**src/rtl/fw_local_intc_dispatch.sv**
```systemverilog
// Interrupt dispatcher: programs the local controller mask, reads pending on irq,
// resolves software/hardware source priority and hands the id to a consumer.
//
// state   | meaning
// INIT    | write MASK_INIT to the controller mask register
// IDLE    | wait for irq
// RD_PEND | read the pending register
// EVAL    | resolve id from captured pending word
// CLR_SW  | clear the software request
// OUT     | present id to the consumer
// HOLD    | ignore irq while the controller's irq output catches up
module fw_local_intc_dispatch #(
    parameter int unsigned N_SRCS    = 1,
    parameter int unsigned MASK_INIT = 0,
    parameter int unsigned HOLDOFF   = 2
) (
    input  logic        clock,
    input  logic        reset,
    input  logic        irq,
    output logic [1:0]  i_adr,
    output logic [31:0] i_dat_w,
    input  logic [31:0] i_dat_r,
    output logic        i_we,
    output logic        i_valid,
    input  logic        i_ready,
    output logic        id_valid,
    input  logic        id_ready,
    output logic [4:0]  id,
    output logic        id_sw,
    output logic [7:0]  spurious_cnt
);

    typedef enum logic [2:0] {
        S_INIT, S_IDLE, S_RD_PEND, S_EVAL, S_CLR_SW, S_OUT, S_HOLD
    } state_t;

    state_t      r_state;
    state_t      w_next;
    logic [31:0] r_pending;
    logic [4:0]  r_id;
    logic        r_id_sw;
    logic [7:0]  r_spur;
    logic [3:0]  r_hold_cnt;

    logic        w_src_hit;
    logic [4:0]  w_src_idx;
    logic        w_valid;
    logic [1:0]  w_adr;
    logic        w_we;
    logic [31:0] w_dat;
    logic        w_unused_pend;

    // Pending bits between N_SRCS and 30 carry no meaning here.
    assign w_unused_pend = ^r_pending;

    always_comb begin
        w_src_hit = 1'b0;
        w_src_idx = 5'd0;
        for (int k = int'(N_SRCS) - 1; k >= 0; k--) begin
            if (r_pending[k]) begin
                w_src_hit = 1'b1;
                w_src_idx = 5'(k);
            end
        end
    end

    always_comb begin
        w_next  = r_state;
        w_valid = 1'b0;
        w_adr   = 2'd0;
        w_we    = 1'b1;
        w_dat   = 32'd0;
        case (r_state)
            S_INIT: begin
                w_valid = 1'b1;
                w_adr   = 2'd1;
                w_dat   = 32'(MASK_INIT);
                if (i_ready) w_next = S_IDLE;
            end
            S_IDLE: begin
                if (irq) w_next = S_RD_PEND;
            end
            S_RD_PEND: begin
                w_valid = 1'b1;
                w_we    = 1'b0;
                if (i_ready) w_next = S_EVAL;
            end
            S_EVAL: begin
                if (r_pending[31])  w_next = S_CLR_SW;
                else if (w_src_hit) w_next = S_OUT;
                else                w_next = S_HOLD;
            end
            S_CLR_SW: begin
                w_valid = 1'b1;
                w_adr   = 2'd2;
                if (i_ready) w_next = S_OUT;
            end
            S_OUT: begin
                if (id_ready) w_next = S_HOLD;
            end
            S_HOLD: begin
                if (r_hold_cnt == 4'd0) w_next = S_IDLE;
            end
            default: w_next = S_INIT;
        endcase
    end

    always_ff @(posedge clock) begin
        if (reset) begin
            r_state    <= S_INIT;
            r_pending  <= 32'd0;
            r_id       <= 5'd0;
            r_id_sw    <= 1'b0;
            r_spur     <= 8'd0;
            r_hold_cnt <= 4'd0;
        end else begin
            r_state <= w_next;
            case (r_state)
                S_RD_PEND: begin
                    if (i_ready) r_pending <= i_dat_r;
                end
                S_EVAL: begin
                    if (r_pending[31]) begin
                        r_id    <= 5'd0;
                        r_id_sw <= 1'b1;
                    end else if (w_src_hit) begin
                        r_id    <= w_src_idx;
                        r_id_sw <= 1'b0;
                    end else begin
                        if (r_spur != 8'hFF) r_spur <= r_spur + 8'd1;
                        r_hold_cnt <= 4'(HOLDOFF - 1);
                    end
                end
                S_OUT: begin
                    if (id_ready) r_hold_cnt <= 4'(HOLDOFF - 1);
                end
                S_HOLD: begin
                    if (r_hold_cnt != 4'd0) r_hold_cnt <= r_hold_cnt - 4'd1;
                end
                default: ;
            endcase
        end
    end

    // Bus and id outputs are forced quiet for as long as reset is held.
    assign i_valid      = w_valid & ~reset;
    assign i_adr        = reset ? 2'd0 : w_adr;
    assign i_we         = w_we & ~reset;
    assign i_dat_w      = reset ? 32'd0 : w_dat;
    assign id_valid     = (r_state == S_OUT) & ~reset;
    assign id           = r_id;
    assign id_sw        = r_id_sw;
    assign spurious_cnt = r_spur;

endmodule

```
**config.mk**
```make
export PLATFORM = sky130hd
export DESIGN_NAME = fw_local_intc_dispatch
export DESIGN_NICKNAME = d
export VERILOG_FILES = /design/src/rtl/fw_local_intc_dispatch.sv
export SDC_FILE = /design/constraint.sdc
export NUM_CORES = 1
export LEC_CHECK = 0
export ABC_AREA = 1
export CORE_ASPECT_RATIO = 0.7
export CORE_UTILIZATION = 37
export CTS_CLUSTER_DIAMETER = 100
export DETAILED_ROUTE_END_ITERATION = 8
export PLACE_DENSITY = 0.8
export SLEW_MARGIN = 10
export SYNTH_ARGS = -nofsm -noshare
export SYNTH_HDL_FRONTEND = slang
export SYNTH_SLANG_ARGS = --single-unit
```
**constraint.sdc**
```tcl
create_clock -name clock -period 1.7 [get_ports clock]
set_input_delay 0.255 -clock clock [delete_from_list [all_inputs] [get_ports clock]]
set_output_delay 0.255 -clock clock [all_outputs]
set_load 0.01 [all_outputs]
```
Yosys cells after proc, flatten, opt, wreduce, memory -nomap -nowiden
Cells that the tools add are included.

Flip-flop bits (word level): 53. Input bits: 37.

Bitwise operators: 6. Reductions and logical operators: 11. Add/sub/neg operators: 2. Eq/ne operators: 16. Multiplexer cells: 23.

Operators by type and width (number): case mux 3 bit (7 select lines) (1); two-way mux 3 bit (6); != test 2 bit (second input constant) (9); two-way mux 4 bit (4); case mux 4 bit (3 select lines) (1); two-way mux 5 bit (2); == test 3 bit (second input constant) (3); adder 8 x 1 -> 8 bit (second input constant) (1); != test 8 bit (second input constant) (1); == test 3 x 2 -> 1 bit (second input constant) (2); two-way mux 2 bit (3); AND reduction 6 bit (1); two-way mux 1 bit (5); AND reduction 5 bit (1); zero test 4 bit (1); case mux 2 bit (2 select lines) (1); AND reduction 2 bit (2); AND reduction 4 bit (1); nonzero test 4 bit (1); subtractor 4 x 1 -> 4 bit (second input constant) (1); AND 1 bit (3); == test 3 x 1 -> 1 bit (second input constant) (1); zero test 3 bit (1); inverter 1 bit (3); other kinds (3) (3).

Logic depth before layout (Yosys ltp)
Gate-level depths: netlist of the first run.

Word-level depth: 4. Gate-level depth with buffers: 10. Gate-level depth less buffers: 9.

Worst setup path after synthesis of the first run
Ideal clock, no wire load.

Kind: flip-flop to flip-flop. From: reg r_spur[1], in the netlist spurious_cnt[1]. To: reg r_spur[4], in the netlist spurious_cnt[4]. Path slack: 0.449 ns. Path buffers: 0. Arrival: 1.117 ns. Stages on the path, launching flop included: 9. Required time: 1.566 ns. Cells stage by stage: dfxtp_1 -> ha_1 -> nand2_1 -> inv_1 -> nand3_1 -> nand2_4 -> inv_4 -> nand2_1 -> a21oi_1.

Word-level cells in the longest chain between the ends: 2. Elaborated cells on any way between the ends: 3.

RTL lines: start: declaration (line 42) `logic [7:0] r_spur;`; start signal: assignment (line 130) `if (r_spur != 8'hFF) r_spur <= r_spur + 8'd1;`; parallel branches: the longest is 2 deep, another holds adder 8 x 1 -> 8 bit.

Several ways; the timed one is not identified. A chain may end at the register's enable or synchronous reset.

Worst setup path after layout of the first run
From: reg r_state[2]. To: out i_adr[0].

Word-level cells in the longest chain between the ends: 3. Elaborated cells on any way between the ends: 4.

RTL lines: start: declaration (line 37) `state_t r_state;`; start signal: assignment (line 117) `r_state <= w_next;`; == test 3 bit / zero test 3 bit (equally long branches) (line 73) `case (r_state)`; case mux 2 bit (2 select lines) (*) (line 73); two-way mux 2 bit (*) (line 147) `assign i_adr = reset ? 2'd0 : w_adr;`; end: declaration (line 20) `output logic [1:0] i_adr,`.

Every way passes the cells marked *; elsewhere a longest branch is shown, timed or not.

==> impl_results.md, run 1 <==
- Via count normalized by instance count: 4.14
- HP Class: reg -> reg
- Cells after synthesis: 211
- Detail Route Antenna Nets: 0
- Largest net degree at the start of global routing: 11
- Final worst slack: 177 ps
- Place WS: -155 ps
- Overall power: 1.17 mW
- Cell with the most instances after synthesis: buf_4
- Data required time of the critical path: 1440 ps
- Max Cap Viol: 0
- Grt ovf: 0
- Layout cell share with drive strength beyond 1: 17.6%
- Largest area contributor in the synthesized netlist: dfxtp_1
- I/O Pins: 88
- CTS Sinks: 18
- Yosys warns: 0
- Hold Buf Count CTS: 0
- Outcome: completed
- Setup bufs post-CTS: 0
- Area growth, synth to finish: 15.8%
- DPL Wire Length: 2.14 mm
- Die Y: 54.0 microns
- TritonCTS Buffers: 3
- Setup_tns: 0 ps
- Final hold vios: 0
- Syn avg cell area: 6.77 sq um
- Die width: 76.3 microns
- Initial Util: 39.7%
- WL final: 2.64 mm
- Critical Path Start Type: register
- Die area: 0.00412 sq mm
- Core Area: 0.00360 sq mm
- Fmax: 657 MHz
- Worst Path Class, Setup: reg -> out
- Fin crit share: 89.6%
- EDFF count, synth: 0
- CP top delay family: flip-flops
- WP buf/inv: 1
- ANT cells: 0
- Critical Path AT: 1270 ps
- CTS H-Tree Depth: 1
- Share of the synthesized area in the top cell type: 25.2%
- Crit-path slowest cell: dfxtp_4
- Reg clk slew, reported paths: 70 ps
- DR iter-0 viols: 34
- Peak supply drop: 0.000533 V
- Synth Register Bits: 18
- Cell Pwr Density: 709 mW/mm^2
- Setup Skew: 4.11 ps
- TritonRoute pass-1 iters: 4
- Slew Viols, Final: 0
- Initial antenna violation count: 0
- Clock tree buffer depth: 2
- Register area share after synthesis: 25.2%
- Final worst path period need: 1520 ps
- Distinct cell type count after synthesis: 28
- First-pass GRT wire length: 4.15 mm
- Crit end category: output pin
- Static Leak: 0.809 nW
- Port Buffers: 20
- Crit-path cells: nor4_2 > dlygate4sd2_1
- CTS tree: built
- DR vias: 1191
- Main flop type after synthesis: dfxtp_1
- Vias in the first global route: 964
- CP max stage delay: 390 ps
- Clock Tree Root: clkbuf_8
- Unrepaired setup endpoints after global routing: false
- Crit Path Max Fanout: 8
- Final setup violation count: 0
- Gpl congestion: 0.834
- Number of remaining DRC errors: 0
- GRT Overall Usage: 13.0%
- Layout Nets: 279
- Top post-synthesis cells by count: buf_4, nand2_1, inv_1, nor2_1, dfxtp_1
- Synth top area cells: dfxtp_1, buf_4, nand2_1
- Async SR Flop Fraction: 0%
- WL per Instance: 9.15 microns
- Row count: 18
- Clock Latency Late Sink: 250 ps
- Post-synth design cell area: 0.00143 sq mm
## registers in the layout, summed over array words and instances, names as in the netlist
| signal | cells |
|---|---|
| r_pending | 2 |
| r_state | 3 |
| id_sw | 1 |
| spurious_cnt | 8 |
| r_hold_cnt | 4 |
## per-stage QoR
| step | std cells | util, % | hold slack, ps | area (sq um) |
|---|---|---|---|---|
| 2_1_floorplan | 247 | - | 434 | 1560 |
| 3_3_place_gp | 284 | 43.9 | 452 | 1580 |
| 3_5_place_dp | 284 | 43.9 | 454 | 1580 |
| 4_1_cts | 288 | 45.8 | 465 | 1650 |
| 5_1_grt | 288 | 45.9 | 495 | 1650 |
| 6_report | 288 | 45.9 | 461 | 1650 |
## layout by cell type (no fill, tap or decap), types with 2 or more instances in the layout
master / count
nor2_4: 2
o21ai_0: 5
clkbuf_8: 4
dlygate4sd2_1: 5
inv_2: 4
nor2_1: 21
dfxtp_4: 3
a21oi_1: 12
o21ai_1: 2
conb_1: 37
xor2_1: 2
xnor2_1: 2
nor2_2: 6
nand2_4: 2
nand2_2: 6
buf_4: 8
dfxtp_1: 15
inv_1: 22
nand2_1: 37
ha_1: 3
clkdlybuf4s50_1: 14
nand3_1: 15
inv_4: 2
## tightest hold or removal path: stages, from the launching register on
cell and delay [ps]:
dfxtp_1 320, inv_1 50, a21oi_1 50
## final timing paths
kind / from / end / slack [ps] / cells after the start
setup reg to reg: r_hold_cnt[0]$_SDFFE_PP0P_ / r_state[1]$_SDFFE_PP0P_ / 320 / 9
hold reg to reg: r_pending[0]$_SDFFE_PP0P_ / r_pending[0]$_SDFFE_PP0P_ / 460 / 2
hold / removal: r_pending[0]$_SDFFE_PP0P_ / r_pending[0]$_SDFFE_PP0P_ / 460 / 2
setup / recovery: r_state[2]$_SDFFE_PP0P_ / i_adr[0] / 180 / 2
## report_power, final
group	total (mW)	internal (mW)	switching, mW
combinational	0.330	0.125	0.205
clock	0.348	0.206	0.142
sequential	0.495	0.453	0.0420
## layout make-up
type | instances | area [sq um]
Fill cell | 382 | 1950
Multi-Input combinational cell | 160 | 798
Sequential cell | 18 | 372
Timing Repair Buffer | 28 | 256
Inverter | 28 | 110
Tap cell | 50 | 62.6
Clock buffer | 4 | 55.1
## logic make-up after synthesis
logic type      count (synthesis)  share of synthesized area (%)
simple gates                   94                           32.1
buf+inv                        69                           28.8
compound gates                 22                           8.49
flops                          18                           25.2
xor+xnor                        4                           2.45
fa+ha+maj                       3                           2.63
other cells                     1                          0.262
## metal layers
layer  share of wire, %  global-route usage (%)  up-vias
li1                   -                       -      632
met5                  0                       0        -
met2                 46                    22.1       23
met1                 50                    16.4      534
met3                3.7                    4.24        2
met4               0.46                    2.88        0
## repair_timing
action	4_1_cts	5_1_grt
endpoints found under the hold margin	0	0
resized for setup	13	2
endpoints found under the setup margin	5	1
(Power assumes the default switching activity.)
==> inputs of run 2 (changes only) <==
--- a/config.mk
+++ b/config.mk
@@ -11,7 +11,7 @@
 export CTS_CLUSTER_DIAMETER = 100
 export DETAILED_ROUTE_END_ITERATION = 8
 export PLACE_DENSITY = 0.8
-export SLEW_MARGIN = 10
+export SLEW_MARGIN = 20
 export SYNTH_ARGS = -nofsm -noshare
 export SYNTH_HDL_FRONTEND = slang
 export SYNTH_SLANG_ARGS = --single-unit
==> results of run 2 <==
Same layout as run 1: the final DEF is identical, and so are final timing and power.
